$ cat config.mk
export PLATFORM = sky130hd
export DESIGN_NAME = mant_multiplier
export DESIGN_NICKNAME = d
export VERILOG_FILES = /design/src/rtl/mant_multiplier_pkg.sv /design/src/rtl/mul_add24.sv /design/src/rtl/mant_multiplier.sv
export SDC_FILE = /design/constraint.sdc
export NUM_CORES = 1
export LEC_CHECK = 0
export CORE_UTILIZATION = 45
export DETAILED_ROUTE_END_ITERATION = 10
export GPL_TIMING_DRIVEN = 0
export PLACE_DENSITY = 0.69
export SLEW_MARGIN = 40
export SYNTH_ARGS = -nofsm -noshare
export SYNTH_HDL_FRONTEND = slang
export SYNTH_SLANG_ARGS = --single-unit
$ cat constraint.sdc
create_clock -name clk -period 2.8 [get_ports clk]
set_input_delay 0.56 -clock clk [delete_from_list [all_inputs] [get_ports clk]]
set_output_delay 0.56 -clock clk [all_outputs]
set_load 0.005 [all_outputs]
$ cat src/rtl/mant_multiplier_pkg.sv
// Shared FPU definitions for the mantissa datapath: widths and the
// multiplier sequencing states.
package mant_multiplier_pkg;

  // Mantissa width including the hidden bit, and the full product width
  localparam int MANT_W = 24;
  localparam int PROD_W = 2 * MANT_W;

  // Iteration counter width; one extra bit so it never wraps in an operation
  localparam int CNT_W  = $clog2(MANT_W) + 1;

  // Multiplier sequencing: waiting for work, shift-add loop, result capture
  typedef enum logic [1:0] {
    IDLE = 2'd0,
    RUN  = 2'd1,
    FIN  = 2'd2
  } state_t;

endpackage

$ cat src/rtl/mul_add24.sv
// Unsigned adder used for the partial-product accumulate of the shift-add
// multiplier. The sum is one bit wider than the operands so the carry out
// can be shifted back into the product register.
module mul_add24 #(
  parameter int W = 24
) (
  input  logic [W-1:0] a,
  input  logic [W-1:0] b,
  output logic [W:0]   sum
);

  // Plain zero-extended add; carry lands in sum[W]
  always_comb begin
    sum = {1'b0, a} + {1'b0, b};
  end

endmodule

$ cat src/rtl/mant_multiplier.sv
// Sequential shift-add multiplier for floating-point mantissas. One operand
// pair is accepted per request; after WIDTH add/shift iterations the raw
// product is published together with a normalized mantissa and the guard
// and sticky bits the rounding stage needs.
module mant_multiplier
  import mant_multiplier_pkg::*;
#(
  parameter int WIDTH = MANT_W
) (
  input  logic               clk,
  input  logic               rst_n,
  input  logic [WIDTH-1:0]   a,
  input  logic [WIDTH-1:0]   b,
  input  logic               req,
  output logic [2*WIDTH-1:0] prod,
  output logic [WIDTH-1:0]   out,
  output logic               norm,
  output logic               guard,
  output logic               sticky,
  output logic               ready
);

  localparam int CW = $clog2(WIDTH) + 1;

  state_t             state_q, state_d;
  logic [CW-1:0]      cnt_q, cnt_d;
  logic [WIDTH-1:0]   m_q, m_d;
  logic [2*WIDTH-1:0] p_q, p_d;
  logic [2*WIDTH-1:0] prod_q, prod_d;
  logic [WIDTH-1:0]   out_q, out_d;
  logic               norm_q, norm_d;
  logic               guard_q, guard_d;
  logic               sticky_q, sticky_d;
  logic               ready_q, ready_d;

  logic [WIDTH:0]     acc_sum;
  logic               last_iter;

  // Upper half of the product register plus multiplicand, with carry out
  mul_add24 #(
    .W (WIDTH)
  ) u_acc (
    .a   (p_q[2*WIDTH-1:WIDTH]),
    .b   (m_q),
    .sum (acc_sum)
  );

  assign last_iter = (cnt_q == CW'(WIDTH - 1));

  // State register and all datapath/result flops; reset aborts any operation
  always_ff @(posedge clk or negedge rst_n) begin
    if (!rst_n) begin
      state_q  <= IDLE;
      cnt_q    <= '0;
      m_q      <= '0;
      p_q      <= '0;
      prod_q   <= '0;
      out_q    <= '0;
      norm_q   <= 1'b0;
      guard_q  <= 1'b0;
      sticky_q <= 1'b0;
      ready_q  <= 1'b1;
    end else begin
      state_q  <= state_d;
      cnt_q    <= cnt_d;
      m_q      <= m_d;
      p_q      <= p_d;
      prod_q   <= prod_d;
      out_q    <= out_d;
      norm_q   <= norm_d;
      guard_q  <= guard_d;
      sticky_q <= sticky_d;
      ready_q  <= ready_d;
    end
  end

  // Next-state: accept in IDLE, loop WIDTH times in RUN, one capture cycle
  always_comb begin
    state_d = state_q;
    unique case (state_q)
      IDLE:    if (req) state_d = RUN;
      RUN:     if (last_iter) state_d = FIN;
      FIN:     state_d = IDLE;
      default: state_d = IDLE;
    endcase
  end

  // Datapath and result updates; everything holds unless the state acts on it
  always_comb begin
    cnt_d    = cnt_q;
    m_d      = m_q;
    p_d      = p_q;
    prod_d   = prod_q;
    out_d    = out_q;
    norm_d   = norm_q;
    guard_d  = guard_q;
    sticky_d = sticky_q;
    ready_d  = ready_q;
    unique case (state_q)
      IDLE: begin
        if (req) begin
          m_d     = a;
          p_d     = {{WIDTH{1'b0}}, b};
          cnt_d   = '0;
          ready_d = 1'b0;
        end
      end
      RUN: begin
        if (p_q[0]) begin
          p_d = {acc_sum, p_q[WIDTH-1:1]};
        end else begin
          p_d = {1'b0, p_q[2*WIDTH-1:1]};
        end
        cnt_d = cnt_q + CW'(1);
      end
      FIN: begin
        prod_d  = p_q;
        ready_d = 1'b1;
        if (p_q[2*WIDTH-1]) begin
          norm_d   = 1'b1;
          out_d    = p_q[2*WIDTH-1:WIDTH];
          guard_d  = p_q[WIDTH-1];
          sticky_d = |p_q[WIDTH-2:0];
        end else begin
          norm_d   = 1'b0;
          out_d    = p_q[2*WIDTH-2:WIDTH-1];
          guard_d  = p_q[WIDTH-2];
          sticky_d = |p_q[WIDTH-3:0];
        end
      end
      default: begin
        ready_d = 1'b1;
      end
    endcase
  end

  assign prod   = prod_q;
  assign out    = out_q;
  assign norm   = norm_q;
  assign guard  = guard_q;
  assign sticky = sticky_q;
  assign ready  = ready_q;

endmodule

Yosys cells after proc, flatten, opt, wreduce, memory -nomap -nowiden
Index checks and enable logic that the tools add are counted.
{"block": "totals", "regBits": 156, "input_bits": 51, "word_cells": 40, "output_inout_bits": 76}
{"block": "op_classes", "n_mux": 14, "bitwise": 1, "eq_ne": 5, "reduce_logical": 8, "addsub": 2}
{"op": "$mux 48", "n": 2}
{"op": "$pmux 48 s2", "n": 1}
{"op": "$add 24x24->25", "n": 1}
{"op": "$mux 24", "n": 1}
{"op": "$reduce_or 23->1", "n": 1}
{"op": "$reduce_or 22->1", "n": 1}
{"op": "$pmux 6 s2", "n": 1}
{"op": "$reduce_and 2->1", "n": 4}
{"op": "$add 6x1->6 const B", "n": 1}
{"op": "$eq 6x5->1 const B", "n": 1}
{"op": "$mux 6", "n": 1}
{"op": "$mux 1", "n": 4}
{"op": "$mux 2", "n": 2}
{"op": "$ne 2x2->1 const B", "n": 2}
{"op": "$pmux 2 s2", "n": 1}
{"op": "$eq 2x1->1 const B", "n": 1}
{"op": "$eq 2x2->1 const B", "n": 1}
{"op": "$logic_not 2->1", "n": 1}
{"op": "$pmux 1 s2", "n": 1}
{"op": "$reduce_bool 2->1", "n": 1}
{"op": "$not 1->1", "n": 1}

Depth between registers and ports, before layout
Gate-level depths: netlist of the first run.
{"block": "logic_depth", "depth_word": 3, "ltp_mapped": 10, "ltp_nobuf": 10}

By module
Synthesis of the first run repeated with hierarchy kept, for this count alone.
{"block": "hier_totals", "hier_cells": 685, "area_unflattened_um2": 7674.9}
{"module": "mant_multiplier", "seq_area_each_um2": 3880.0, "cells_per_inst": 530, "instances": 1, "area_each_um2": 6491.2}
{"module": "mul_add24", "seq_area_each_um2": 0.0, "cells_per_inst": 155, "instances": 1, "area_each_um2": 1183.6}

Worst setup path before layout of the first run
Ideal clock, no wire load.
{"block": "synth_timing", "path_kind": "register to register", "from": "register p_q[24]", "to": "register p_q[45]", "path_stages_with_launch": 11, "slack_ns": 0.331, "synth_period_minus_slack_ns": 2.469, "arrival_time_ns": 2.341, "setup_ns": 0.128, "required_time_ns": 2.672, "path_buffers": 0, "path_cell_list": "dfrtp_1 -> ha_1 -> fa_1 -> a211oi_2 -> o21bai_2 -> o31ai_4 -> a31o_4 -> o211ai_4 -> a31oi_1 -> xor2_1 -> o21ai_1"}
{"block": "synth_via", "elab_chain_cells": 3}
{"element": "from (decl)", "line_no": "mant_multiplier.sv:28", "text": "logic [2*WIDTH-1:0] p_q, p_d;"}
{"element": "from (signal assigned)", "line_no": "mant_multiplier.sv:67", "text": "p_q <= p_d;"}
{"element": "$add 24x24->25", "line_no": "mul_add24.sv:14", "text": "sum = {1'b0, a} + {1'b0, b};"}
{"element": "$mux 48", "line_no": "mant_multiplier.sv:109", "text": "if (p_q[0]) begin"}
{"element": "$pmux 48 s2", "line_no": "mant_multiplier.sv:99", "text": "unique case (state_q)"}
Every way passes these cells.
A chain may end at the register's enable or synchronous reset.

Final worst setup path of the first run
Ends and elaborated chain as after synthesis.

==> metrics, run 1 <==
CP max FO=6; Slew Viols, Final=0; hpwl dp=13900 um; final non-filler cell total=1142; final worst-path cycle share=94.2%; RR Endpoint=p_q[45]; Post-Place Cells=1110; Yosys warning total=0; post-synthesis sequential area ratio=49.8%; top cells by area, synth=dfrtp_1 (49%), mux2_2 (6.9%), nand2_1 (6.4%); Slew HR=52.2%; Port Buf Inserts=126; critical path class=reg -> reg; status=finished, final reports clean; Syn Area/Cell=10.2 um^2; final-layout fill cell count=1480; antenna viol nets, final=0; Post-synth EDFFs=0; Initial Util=46.5%; pin count of the biggest net entering global routing=between 60 and 70; Die W=about 130 um; CP arrival=2.93 ns; Synth top area share=between 40 and 50%; Synth area leader=dfrtp_1; global route overflow=0; worst r2r src=p_q[24]; Total Power=roughly 12 mW; RSZ-0062 raised after global routing=no; max cap viols=0; number of clock sinks=155; WL final=19600 um; root buf cell=clkbuf_16; Final Hold Viols=0; area delta synth->final=28.3%; share of layout cells above drive strength 1=between 10 and 15%; Post-Place Cell Area=9390 um^2; Max VDD drop=0.551 mV; worst endpoint required time=3.09 ns; FF-to-FF path depth=10; CTS Buf Count=17; CTS tree=yes; Clock Path Buffers=2; Clk Latency, worst-skew pair=0.42 ns; via count=~6300; DRC=0; via-per-instance ratio=5.48; Util after Layout=59.6%; vias in the first global route=roughly 6300; worst slew pin tran=0.716 ns; CORE AREA=16800 um^2; Die ar.=between 15000 and 20000 um^2; Placer Congestion=0.886; diode count=0; design area=9990 um^2; clock slew at reported path FFs=around 0.060 ns; Unique masters post-synth=between 50 and 60; Main synth FF type=dfrtp_1; synthesized instance count=762; Cell Area, Synth=7790 um^2; Iteration-0 DRC Markers=412; multi-input logic area=3720 um^2; Die H=134 um; syn nets=839; Static Leak=4.30 nW; Setup crit start kind=flip-flop; All-Layer GR Usage=23.1%; register area=3880 um^2; Fmax=around 380 MHz; hold buffers post-CTS=0; Top-Level Pins=127; initial antenna violation count=0; H-tree Lvls=4; flops & latches, synth=155; Power Density=1170 nW/um^2; Final Critical Period=2.64 ns; drt pass-1 iters=5; Avg WL per Cell=17.1 um; reg-to-reg slack, setup=0.16 ns; first-pass GRT wire length=32200 um; crit end category=flip-flop; Std-Cell Rows=47; Final Skew=0.00632 ns; Hold WC Path Type=in -> async; setup violators final=0; Nets=987; async set-reset flop share out of synthesis=100%; Fin Setup TNS=0 ns
==> how the worst max path moves through the flow <==
stage / startpoint / to / slack (ns) / depth (start not counted)
floorplan: p_q[24] / p_q[45] / 0.33 / 10
global placement: rst_n / prod[42] / -5.24 / 1
detailed placement: req / m_q[22] / -0.09 / 7
CTS: p_q[24] / p_q[45] / 0.02 / 10
global route: p_q[24] / p_q[45] / 0.04 / 10
finish: p_q[24] / p_q[45] / 0.16 / 10
==> critical path, cell delays in order, from the launching register on <==
cell and delay, ns:
dfrtp_1 0.45, ha_1 0.24, fa_2 0.38, a211oi_2 0.25, o21bai_2 0.15, o31ai_4 0.25, a31o_4 0.24, o211ai_4 0.11
a31oi_2 0.21, xor2_1 0.16, o21ai_1 0.08
==> sequential cells by signal, summed over array words and instances (netlist names) <==
register,cells
cnt_q,6
guard,1
m_q,24
out,24
p_q,48
prod,48
ready,1
state_q,2
sticky,1
==> placed cells by master (no fill, tap or decap), types with 9 or more instances in the layout <==
master / netlist / final
a21oi_1: 51 / 50
a22oi_1: 36 / 36
clkbuf_1: 35 / 35
clkbuf_16: 0 / 17
clkdlybuf4s50_1: 0 / 125
dfrtp_1: 154 / 154
ha_1: 25 / 25
mux2_2: 48 / 48
mux2i_1: 33 / 33
nand2_1: 133 / 133
nor2_1: 21 / 21
nor2b_1: 25 / 25
o21ai_0: 80 / 80
o21ai_1: 9 / 9
xnor2_1: 9 / 9
xor2_1: 12 / 12
==> cell usage after synthesis, types with 9 or more instances <==
cell / number
nand2_1: 133
ha_1: 25
nor2b_1: 25
xnor2_1: 9
clkbuf_1: 35
nor2_1: 21
mux2i_1: 33
o21ai_0: 80
a21oi_1: 51
xor2_1: 12
o21ai_1: 9
dfrtp_1: 154
mux2_2: 48
a22oi_1: 36
==> routing by layer <==
layer / routed length (um) / vias up / GRT usage, %
met3: 871 / 31 / 3.61
met2: 9140 / 170 / 37.5
met1: 9130 / 3061 / 31.3
met5: 0 / - / 0
li1: - / 3001 / -
met4: 418 / 0 / 8.21
==> power by group <==
group	internal, mW	switching (mW)	leakage [nW]
sequential	3.29	0.928	1.90
clock	1.38	0.917	0.274
combinational	2.70	2.46	2.13
==> cells by family after synthesis <==
family | count (synthesis) | share of synthesized area [%]
flops | 155 | 49.8
fa+ha+maj | 26 | 4.27
simple gates | 217 | 12.5
compound gates | 215 | 17.3
xor+xnor | 21 | 2.36
buf+inv | 47 | 2.57
mux | 81 | 11.2
==> cell type report <==
cell class / instances / area share (%)
multi-input cells: 560 / 37.2
clock buffers: 21 / 4.71
well taps: 220 / 2.75
flip-flops and latches: 155 / 38.8
inverters: 2 / 0.0751
clock inverters: 10 / 1.16
plain buffers: 45 / 1.94
repair buffers: 129 / 13.3
==> metrics by stage <==
step	setup WS, ns	hold WS [ns]
floorplan	0.331	0.264
global placement	-5.24	0.462
detailed placement	-0.0851	0.469
CTS	0.0155	0.0195
global route	0.0361	0.0323
finish	0.164	0.0174
==> what timing repair did <==
item | 4_1_cts | 5_1_grt
endpoints found under the setup margin | 1 | 5
pin swaps | 0 | 2
gates resized for setup | 1 | 2
hold endpoints to repair | 0 | 0
setup buffers | 0 | 1
Power figures use the tool's default switching activity.
==> run 2, diff against run 1 <==
--- a/config.mk
+++ b/config.mk
@@ -5,6 +5,8 @@
 export SDC_FILE = /design/constraint.sdc
 export NUM_CORES = 1
 export LEC_CHECK = 0
+export ABC_AREA = 0
+export CORE_MARGIN = 2
 export CORE_UTILIZATION = 45
 export DETAILED_ROUTE_END_ITERATION = 10
 export GPL_TIMING_DRIVEN = 0
==> metrics, run 2 (synthesis gave the netlist of run 1 again) <==
Port Buf Inserts=about 130; Final Critical Period=approximately 2.6 ns; Placer Congestion=0.874; worst endpoint required time=3.10 ns; Top-Level Pins=approximately 130; Max stage delay on crit path=0.44 ns; All-Layer GR Usage=22.3%; final worst-path cycle share=93.5%; Util after Layout=58.2%; share of layout cells above drive strength 1=11.3%; via count=around 6200; Nets=approximately 990; vias in the first global route=approximately 6100; most frequent cells in the layout=dfrtp_1 (154), nand2_1 (133), clkdlybuf4s50_1 (125); Comb pwr share=44.5%; pin count of the biggest net entering global routing=between 50 and 60; multi-input logic area=3720 um^2; Slew Viols, Final=0; final-layout fill cell count=1536; internal power=about 7.1 mW; Static Leak=4.29 nW; CP Cell Sequence=ha_1, fa_2, a211oi_2, o21bai_2, o31ai_4, a31o_4, o211ai_4, a31oi_1, xor2_1, o21ai_1; setup violators final=0; Die W=136 um; clock share of power=a little under a fifth; critical path class=reg -> reg; Sw Share=38.1%; Place WS=-0.0507 ns; diode count=0; global route overflow=0; area delta synth->final=27.8%; Hold WC Path Type=in -> async; Fin Setup TNS=0 ns; crit end category=flip-flop; RSZ-0062 raised after global routing=no; Avg WL per Cell=roughly 17 um; number of clock sinks=155; Final Hold Viols=0; Die ar.=18400 um^2; CP max FO=6; Clock Path Buffers=2; DRC=0; Post-Place Cells=around 1100; WL final=19600 um; switching power=4.39 mW; drt pass-1 iters=5; status=finished, final reports clean; clock slew at reported path FFs=0.07 ns; Initial Util=45.5%; antenna viol nets, final=0; Post-CTS Repair Setup Buffers=0; H-tree Lvls=4; hold buffers post-CTS=0; Std-Cell Rows=48; Clk Latency, worst-skew pair=0.43 ns; register area=3880 um^2; Setup crit start kind=flip-flop; root buf cell=clkbuf_16; Max VDD drop=0.560 mV; CTS tree=yes; Reg power frac=a little over a third; final non-filler cell total=1147; max cap viols=0; CORE AREA=17100 um^2; Final Skew=between 0.009 and 0.01 ns; worst slew pin tran=0.670 ns; Power Density=1160 nW/um^2; Slew HR=between 50% and 60%; first-pass GRT wire length=about 32000 um; Die H=136 um; Fmax=382 MHz; via-per-instance ratio=around 5.4; initial antenna violation count=0; setup ws final=0.181 ns; slowest cell on the critical path=dfrtp_1; CTS Buf Count=17; CP arrival=roughly 2.9 ns; commonest non-fill, non-tap cell in the layout=dfrtp_1; hpwl dp=14000 um; Iteration-0 DRC Markers=between 300 and 400
## run 2: power by group through the flow
stage               registers, mW  logic (mW)  clock network [mW]
CTS                          4.21        5.14                2.24
detailed placement           4.24        5.11                   0
global placement             4.22        5.02                   0
floorplan                    4.00        3.18                   0
global route                 4.36        5.72                2.34
finish                       4.21        5.13                2.20
## run 2: path summary, 6_finish.rpt
path                              start       to  slack (ns)  cells past startpoint
worst max register to register  p_q[24]  p_q[45]        0.18                     10
max in group asynchronous         rst_n    ready        1.83                      3
worst min register to register  out[15]  out[15]        0.48                      2
min in group clk                out[15]  out[15]        0.48                      2
worst max-delay path            p_q[24]  p_q[45]        0.18                     10
worst min-delay path              rst_n   m_q[2]        0.02                      1
## run 2: cell type report
class	count	share of cell area (%)
flip-flops and latches	155	39.0
multi-input cells	560	37.3
repair buffers	128	13.3
clock buffers	18	4.31
well taps	225	2.83
plain buffers	45	1.95
clock inverters	14	1.28
inverters	2	0.0754
## run 2: what timing repair did
item,CTS,global route
setup endpoints to repair,0,4
hold endpoints to repair,0,0
gates resized for setup,0,2
## run 2: stage by stage
step                      hold WS, ns  power [mW]  cell area [um^2]
after global placement          0.462        9.25              9330
after CTS                      0.0184        11.6              9950
after global routing           0.0368        12.4              9960
final                          0.0193        11.5              9960
after floorplan                 0.264        7.18              7790
after detailed placement        0.469        9.35              9390
## run 2: worst max-delay path: cells and delay by family (launching register included)
family,cells,cell delay (ns)
compound gates,7,1.27
xor+xnor,1,0.17
fa+ha+maj,2,0.62
flops,1,0.44
## run 2: layer usage
layer	GRT usage, %	part of all wire (%)	vias to the layer above
li1	-	-	3017
met1	31.5	48	3053
met2	34.7	47	145
met3	3.78	3.9	26
met4	8.16	1.9	0
met5	0	0	-
==> run 3, diff against run 2 <==
--- a/config.mk
+++ b/config.mk
@@ -11,7 +11,6 @@
 export DETAILED_ROUTE_END_ITERATION = 10
 export GPL_TIMING_DRIVEN = 0
 export PLACE_DENSITY = 0.69
-export SLEW_MARGIN = 40
 export SYNTH_ARGS = -nofsm -noshare
 export SYNTH_HDL_FRONTEND = slang
 export SYNTH_SLANG_ARGS = --single-unit
==> constraint.sdc (replaced) <==
create_clock -name clk -period 3.1 [get_ports clk]
set_input_delay 0.62 -clock clk [delete_from_list [all_inputs] [get_ports clk]]
set_output_delay 0.62 -clock clk [all_outputs]
set_load 0.005 [all_outputs]
==> metrics, run 3 (synthesis gave the netlist of run 1 again) <==
Die H=136 um; CTS tree=yes; CP arrival=3.05 ns; Fmax=between 300 and 400 MHz; design area=around 10000 um^2; root buf cell=clkbuf_16; worst slew pin tran=about 0.97 ns; via-per-instance ratio=about 5.5; antenna viol nets, final=0; final non-filler cell total=1147; post-CTS sizing=0; setup violators final=0; via count=approximately 6300; critical path class=reg -> reg; number of clock sinks=roughly 160; CTS Buf Count=17; max cap viols=0; DRC=0; area delta synth->final=28.1%; vias in the first global route=6218; Initial Util=45.5%; Port Buf Inserts=approximately 130; CP max FO=6; Hold WC Path Type=in -> async; drt pass-1 iters=5; Total Power=10.6 mW; RSZ-0062 raised after global routing=no; Avg WL per Cell=17.3 um; Final Skew=0.0121 ns; diode count=0; Post-Place Cell Area=9390 um^2; hpwl dp=~14000 um; most frequent cells in the layout=dfrtp_1 (154), nand2_1 (133), clkdlybuf4s50_1 (125); Final Critical Period=2.74 ns; Std-Cell Rows=48; commonest non-fill, non-tap cell in the layout=dfrtp_1; switching power=3.96 mW; internal power=6.59 mW; Post-Place Cells=about 1100; Setup crit start kind=flip-flop; H-tree Lvls=4; Die ar.=18400 um^2; initial antenna violation count=0; Max VDD drop=approximately 0.52 mV; crit end category=flip-flop; Power Density=between 1000 and 1500 nW/um^2; Static Leak=~4.3 nW; Clk Latency, worst-skew pair=0.43 ns; CORE AREA=about 17000 um^2; Iteration-0 DRC Markers=320; Top-Level Pins=127; worst endpoint required time=3.41 ns; WL final=about 20000 um; Final Hold Viols=0; Placer Congestion=0.874; final worst-path cycle share=88.5%; Sw Share=37.6%; pin count of the biggest net entering global routing=57; clock share of power=20.0%; Post-CTS Repair Setup Buffers=0; Clock Path Buffers=2; Die W=136 um; Comb pwr share=between 40% and 50%; All-Layer GR Usage=~23%; Reg power frac=36.1%; global route overflow=0; share of layout cells above drive strength 1=between 10% and 20%; Slew Viols, Final=0; clock slew at reported path FFs=about 0.070 ns; hold buffers post-CTS=0; final-layout fill cell count=1516; status=finished, final reports clean; Slew HR=35.2%; Nets=986; first-pass GRT wire length=32200 um
[run 3: cell types whose count changed in the layout (fill, tap and decap cells not counted), sizes merged]
cell / before / now
bufinv: 0 / 2
inv: 11 / 9
clkinv: 3 / 2
clkinvlp: 2 / 3
[run 3: area by class of cell]
| cell class | count | area (um^2) | share of cell area [%] |
|---|---|---|---|
| Timing Repair Buffer | 128 | 1320 | 13.2 |
| Clock inverter | 14 | 160 | 1.61 |
| Multi-Input combinational cell | 560 | 3710 | 37.2 |
| Tap cell | 225 | 282 | 2.82 |
| Buffer | 45 | 193 | 1.93 |
| Sequential cell | 155 | 3880 | 38.9 |
| Inverter | 2 | 7.51 | 0.0752 |
| Clock buffer | 18 | 429 | 4.30 |
[run 3: worst max-delay path: stages, from the launching register on]
cell and delay (ns):
dfrtp_1 0.44, ha_1 0.24, fa_1 0.43, a211oi_2 0.23
o21bai_2 0.14, a21oi_1 0.31, nor4_2 0.12, a2111oi_4 0.39
o21ai_2 0.12, xnor2_1 0.14, o21ai_1 0.07
[run 3: metrics by stage]
stage	hold slack (ns)	setup TNS (ns)	utilization, %	worst slack (ns)
finish	0.111	0	58.3	0.357
global route	0.131	0	58.3	0.183
CTS	0.118	0	58.3	0.371
detailed placement	0.469	0	54.9	0.159
global placement	0.462	-769.80	54.5	-4.99
floorplan	0.324	0	-	0.631
[run 3: final timing paths]
kind / to / depth (start not counted) / startpoint / slack [ns]
max in group asynchronous: ready / 3 / rst_n / 2.02
min in group clk: out[15] / 2 / out[15] / 0.48
max: p_q[41] / 10 / p_q[24] / 0.36
max reg2reg: p_q[41] / 10 / p_q[24] / 0.36
min: m_q[1] / 1 / rst_n / 0.11
min reg2reg: out[15] / 2 / out[15] / 0.48
[run 3: power by group through the flow]
| stage | clock, mW | combinational, mW | sequential [mW] |
|---|---|---|---|
| 5_1_grt | 2.22 | 5.17 | 3.94 |
| 2_1_floorplan | 0 | 2.87 | 3.61 |
| 4_1_cts | 2.13 | 4.66 | 3.81 |
| 3_3_place_gp | 0 | 4.54 | 3.81 |
| 3_5_place_dp | 0 | 4.62 | 3.83 |
| 6_report | 2.11 | 4.64 | 3.81 |
[run 3: metal layers]
layer	wire length [um]	vias up	global-route usage (%)
met5	0	-	0
met4	356	0	7.23
met3	797	26	4.75
met2	9340	156	35.9
met1	9300	3112	30.9
li1	-	3012	-
==> edit 1, RTL diff (settings of run 2) <==
`prod_q` no longer has a reset.
--- a/src/rtl/mant_multiplier.sv
+++ b/src/rtl/mant_multiplier.sv
@@ -55,5 +55,4 @@
       m_q      <= '0;
       p_q      <= '0;
-      prod_q   <= '0;
       out_q    <= '0;
       norm_q   <= 1'b0;
@@ -66,5 +65,4 @@
       m_q      <= m_d;
       p_q      <= p_d;
-      prod_q   <= prod_d;
       out_q    <= out_d;
       norm_q   <= norm_d;
@@ -73,4 +71,8 @@
       ready_q  <= ready_d;
     end
+  end
+
+  always_ff @(posedge clk) begin
+    prod_q <= prod_d;
   end
 
Function: same outputs for any inputs over 10 cycles, from zero or initial values and one cycle with rst_n low; that may be too few to reach the edited logic, so the function may still have changed.
==> edit 1 against run 2 <==
Setup slack worse by 0.068 ns; non-clock buffer count fell by 5; power shrank 17%; design area is 5.4% lower; sequential cell count rose by 1; hold slack improved by 0.022 ns; routed wire length is 7.4% lower; area after synthesis decreased by 7.8%; synthesized cell count down 12%.
==> edit 1: results <==
{
  "outcome": "complete, no violations",
  "fin_nets": 897,
  "dp_hpwl_mm": 13.0,
  "multi_input_cells": 470,
  "synth-edff-count": 48,
  "synth_cell_types": 46,
  "track_usage_pct": 22.2,
  "grt_max_degree": 56,
  "placedCellCount": 1016,
  "place_ws_ns": -0.121,
  "seq_share_pct": 44.0,
  "leakage_nw": 3.81,
  "drive_above_1_share_pct": 6.48,
  "worstPathArrival_ns": 2.99,
  "wl_met1_mm": 8.06,
  "grt_pass1_vias": 5667,
  "muxShareOfSynthArea_pct": 4.48,
  "clock_cell_area_share_pct": 6.72,
  "async_flop_share_pct": 69.2,
  "via_per_inst": 5.43,
  "use_met1_pct": 29.8,
  "fillers": 1288,
  "die_x_um": 130,
  "wl_per_cell_um": 17.3,
  "multi_input_area_share_pct": 30.3,
  "syn-instance-count": 672,
  "drtPass1Iterations": 8,
  "synth_commonest_cells": "nand2_1, dfrtp_1, o21ai_0",
  "ff_latch_area_um2": 4150,
  "met2_wirelength_mm": 8.82,
  "clock_sinks": 156,
  "synth-compound-area-share_pct": 15.9
}
## edit 1: logic make-up (layout without fill, tap and decap cells)
family	Yosys count	count (layout)
compound gates	186	186
xor+xnor	22	22
fa+ha+maj	26	26
buf+inv	46	207
flops	156	156
mux	32	32
simple gates	204	204
## edit 1: where the power goes
part | leakage (nW) | internal (W) | switching [W] | total [W]
Sequential | 1.84 | 0.00300 | 0.000661 | 0.00367
Combinational | 1.67 | 0.00150 | 0.00192 | 0.00342
Clock | 0.306 | 0.00152 | 0.000940 | 0.00246
Total | 3.81 | 0.00602 | 0.00352 | 0.00954
## edit 1: critical path, delay by kind of cell, from the launching register on
kind,cells,cell delay (ns)
compound gates,6,1.11
buf+inv,1,0.15
xor+xnor,1,0.17
fa+ha+maj,2,0.68
flops,1,0.45
## edit 1: what timing repair did
item	4_1_cts	5_1_grt
gates resized for setup	0	2
endpoints found under the setup margin	0	2
buffers inserted	0	1
==> edit 2, RTL diff (config.mk and constraints of run 2) <==
Without the edit above. The package constant `MANT_W` goes from 24 to 48.
--- a/src/rtl/mant_multiplier_pkg.sv
+++ b/src/rtl/mant_multiplier_pkg.sv
@@ -4,5 +4,5 @@
 
   // Mantissa width including the hidden bit, and the full product width
-  localparam int MANT_W = 24;
+  localparam int MANT_W = 48;
   localparam int PROD_W = 2 * MANT_W;
 
Interface: changed (resized a, b, out and prod); port bits go from 127 to 247. No check against the original RTL was run, so the function may have changed too.
==> edit 2 against run 2 <==
Die area is 90% higher; routed wire length is 120% higher; highest routed layer unchanged; non-clock buffer count is 201 higher; setup slack worse by 0.18 ns; power is 36% higher; largest cell class unchanged; design area is 100% higher; combinational power is 4% lower; area after synthesis is 93% higher; hold slack better by 0.46 ns; sequential cell count is 145 higher; clock power is 110% higher; critical endpoint is now p_q[83]$_DFFE_PN0P_; utilization is 3.1 points higher; global-route usage is 2.2 points higher.
==> edit 2: results <==
{
  "synth_nets": 1638,
  "gp_congestion": 0.899,
  "outcome": "complete, no violations",
  "dp_hpwl_mm": 31.5,
  "drv_slew": 0,
  "place_ws_ns": -0.342,
  "hold_path_class": "reg2reg",
  "grt_max_degree": 71,
  "fin_nets": 1950,
  "track_usage_pct": 24.5,
  "yosys-top-cells-area": "dfrtp_1, nand2_1, mux2_2",
  "grt_pass1_wl_mm": 69.4,
  "fillers": 2733,
  "synth_cell_types": 67,
  "worst_path_max_delay_cell": "dfrtp_2",
  "cp_max_fo": 3,
  "cts-htree-levels": 2,
  "drt_iter0_markers": 1039,
  "cts_setup_buffers": 7,
  "synth-seq-area-share_pct": 49.9,
  "finClkSkew_ns": 0.0229,
  "leakage_nw": 8.82,
  "ctsResizeCount": 38,
  "worstSkewPairLatency_ns": 0.50,
  "drive_above_1_share_pct": 16.4,
  "via_per_inst": 5.55,
  "drtPass1Iterations": 7,
  "wl_mm": 43.3,
  "peakVddDrop_mv": 0.380,
  "cts_buffers": 34,
  "clockBufferDepth": 3
}
edit 2: cell count changes after synthesis, moves of 12 or more:
cell             run 2  this run
dfrtp_1            154       299
mux2i_1             33        64
mux2_2              48        96
nor2_1              21        34
nor2b_1             25         7
nand2_1            133       303
nand4_1              8        20
clkbuf_1            35        75
o21ai_0             80       161
a21o_1               8        34
xnor2_1              9        29
ha_1                25        49
a22oi_1             36        74
edit 2: logic make-up after synthesis:
logic type,share of synthesized area (%)
mux,11.5
simple gates,11.6
buf+inv,3.28
compound gates,16.9
fa+ha+maj,4.21
xor+xnor,2.62
flops,49.9
edit 2: layer usage:
metal | global-route usage [%] | routed length [µm]
met5 | 0 | 0
met4 | 6.81 | 1190
met3 | 3.62 | 2570
met2 | 40.8 | 20300
met1 | 33.6 | 19200
edit 2: power by group:
| group | internal [W] | total [W] | switching [W] |
|---|---|---|---|
| logic | 0.00231 | 0.00493 | 0.00262 |
| clock network | 0.00291 | 0.00462 | 0.00171 |
| registers | 0.00508 | 0.00616 | 0.00108 |
| total | 0.0103 | 0.0157 | 0.00541 |
edit 2: path summary, 6_finish.rpt:
kind,start,end,slack [ns],cells after the start
worst min-delay path,out[10]$_DFFE_PN0N_,out[10]$_DFFE_PN0N_,0.48,2
worst max-delay path,p_q[48]$_DFFE_PN0P_,p_q[83]$_DFFE_PN0P_,0.004,12
min in group asynchronous,rst_n,prod[15]$_DFFE_PN0N_,0.54,2
worst min register to register,out[10]$_DFFE_PN0N_,out[10]$_DFFE_PN0N_,0.48,2
worst max register to register,p_q[48]$_DFFE_PN0P_,p_q[83]$_DFFE_PN0P_,0.004,12
max in group asynchronous,rst_n,p_q[80]$_DFFE_PN0P_,1.20,4
edit 2: final cells by class:
class                           count  area, µm²  area share (%)
Inverter                           12       45.0           0.225
Multi-Input combinational cell   1079       7450            37.2
Clock inverter                      8        123           0.612
Timing Repair Buffer              282       2820            14.1
Sequential cell                   300       7530            37.6
Tap cell                          442        553            2.76
Buffer                             92        435            2.17
Clock buffer                       51       1070            5.33
edit 2: worst register-to-register path, delay by kind of cell (launching register included):
| kind | cells | cell delay [ns] |
|---|---|---|
| compound gates | 8 | 1.39 |
| flops | 1 | 0.43 |
| xor+xnor | 1 | 0.20 |
| fa+ha+maj | 2 | 0.59 |
| simple gates | 1 | 0.07 |
edit 2: stage by stage:
stage / hold slack (ns) / instance area, µm² / total power (W) / instances
after floorplan: 0.264 / 15100 / 0.00891 / 1489
after global placement: 0.462 / 18100 / 0.0101 / 2177
after detailed placement: 0.471 / 18200 / 0.0103 / 2181
after CTS: 0.483 / 19600 / 0.0152 / 2244
after global routing: 0.511 / 20000 / 0.0166 / 2266
final: 0.479 / 20000 / 0.0157 / 2266
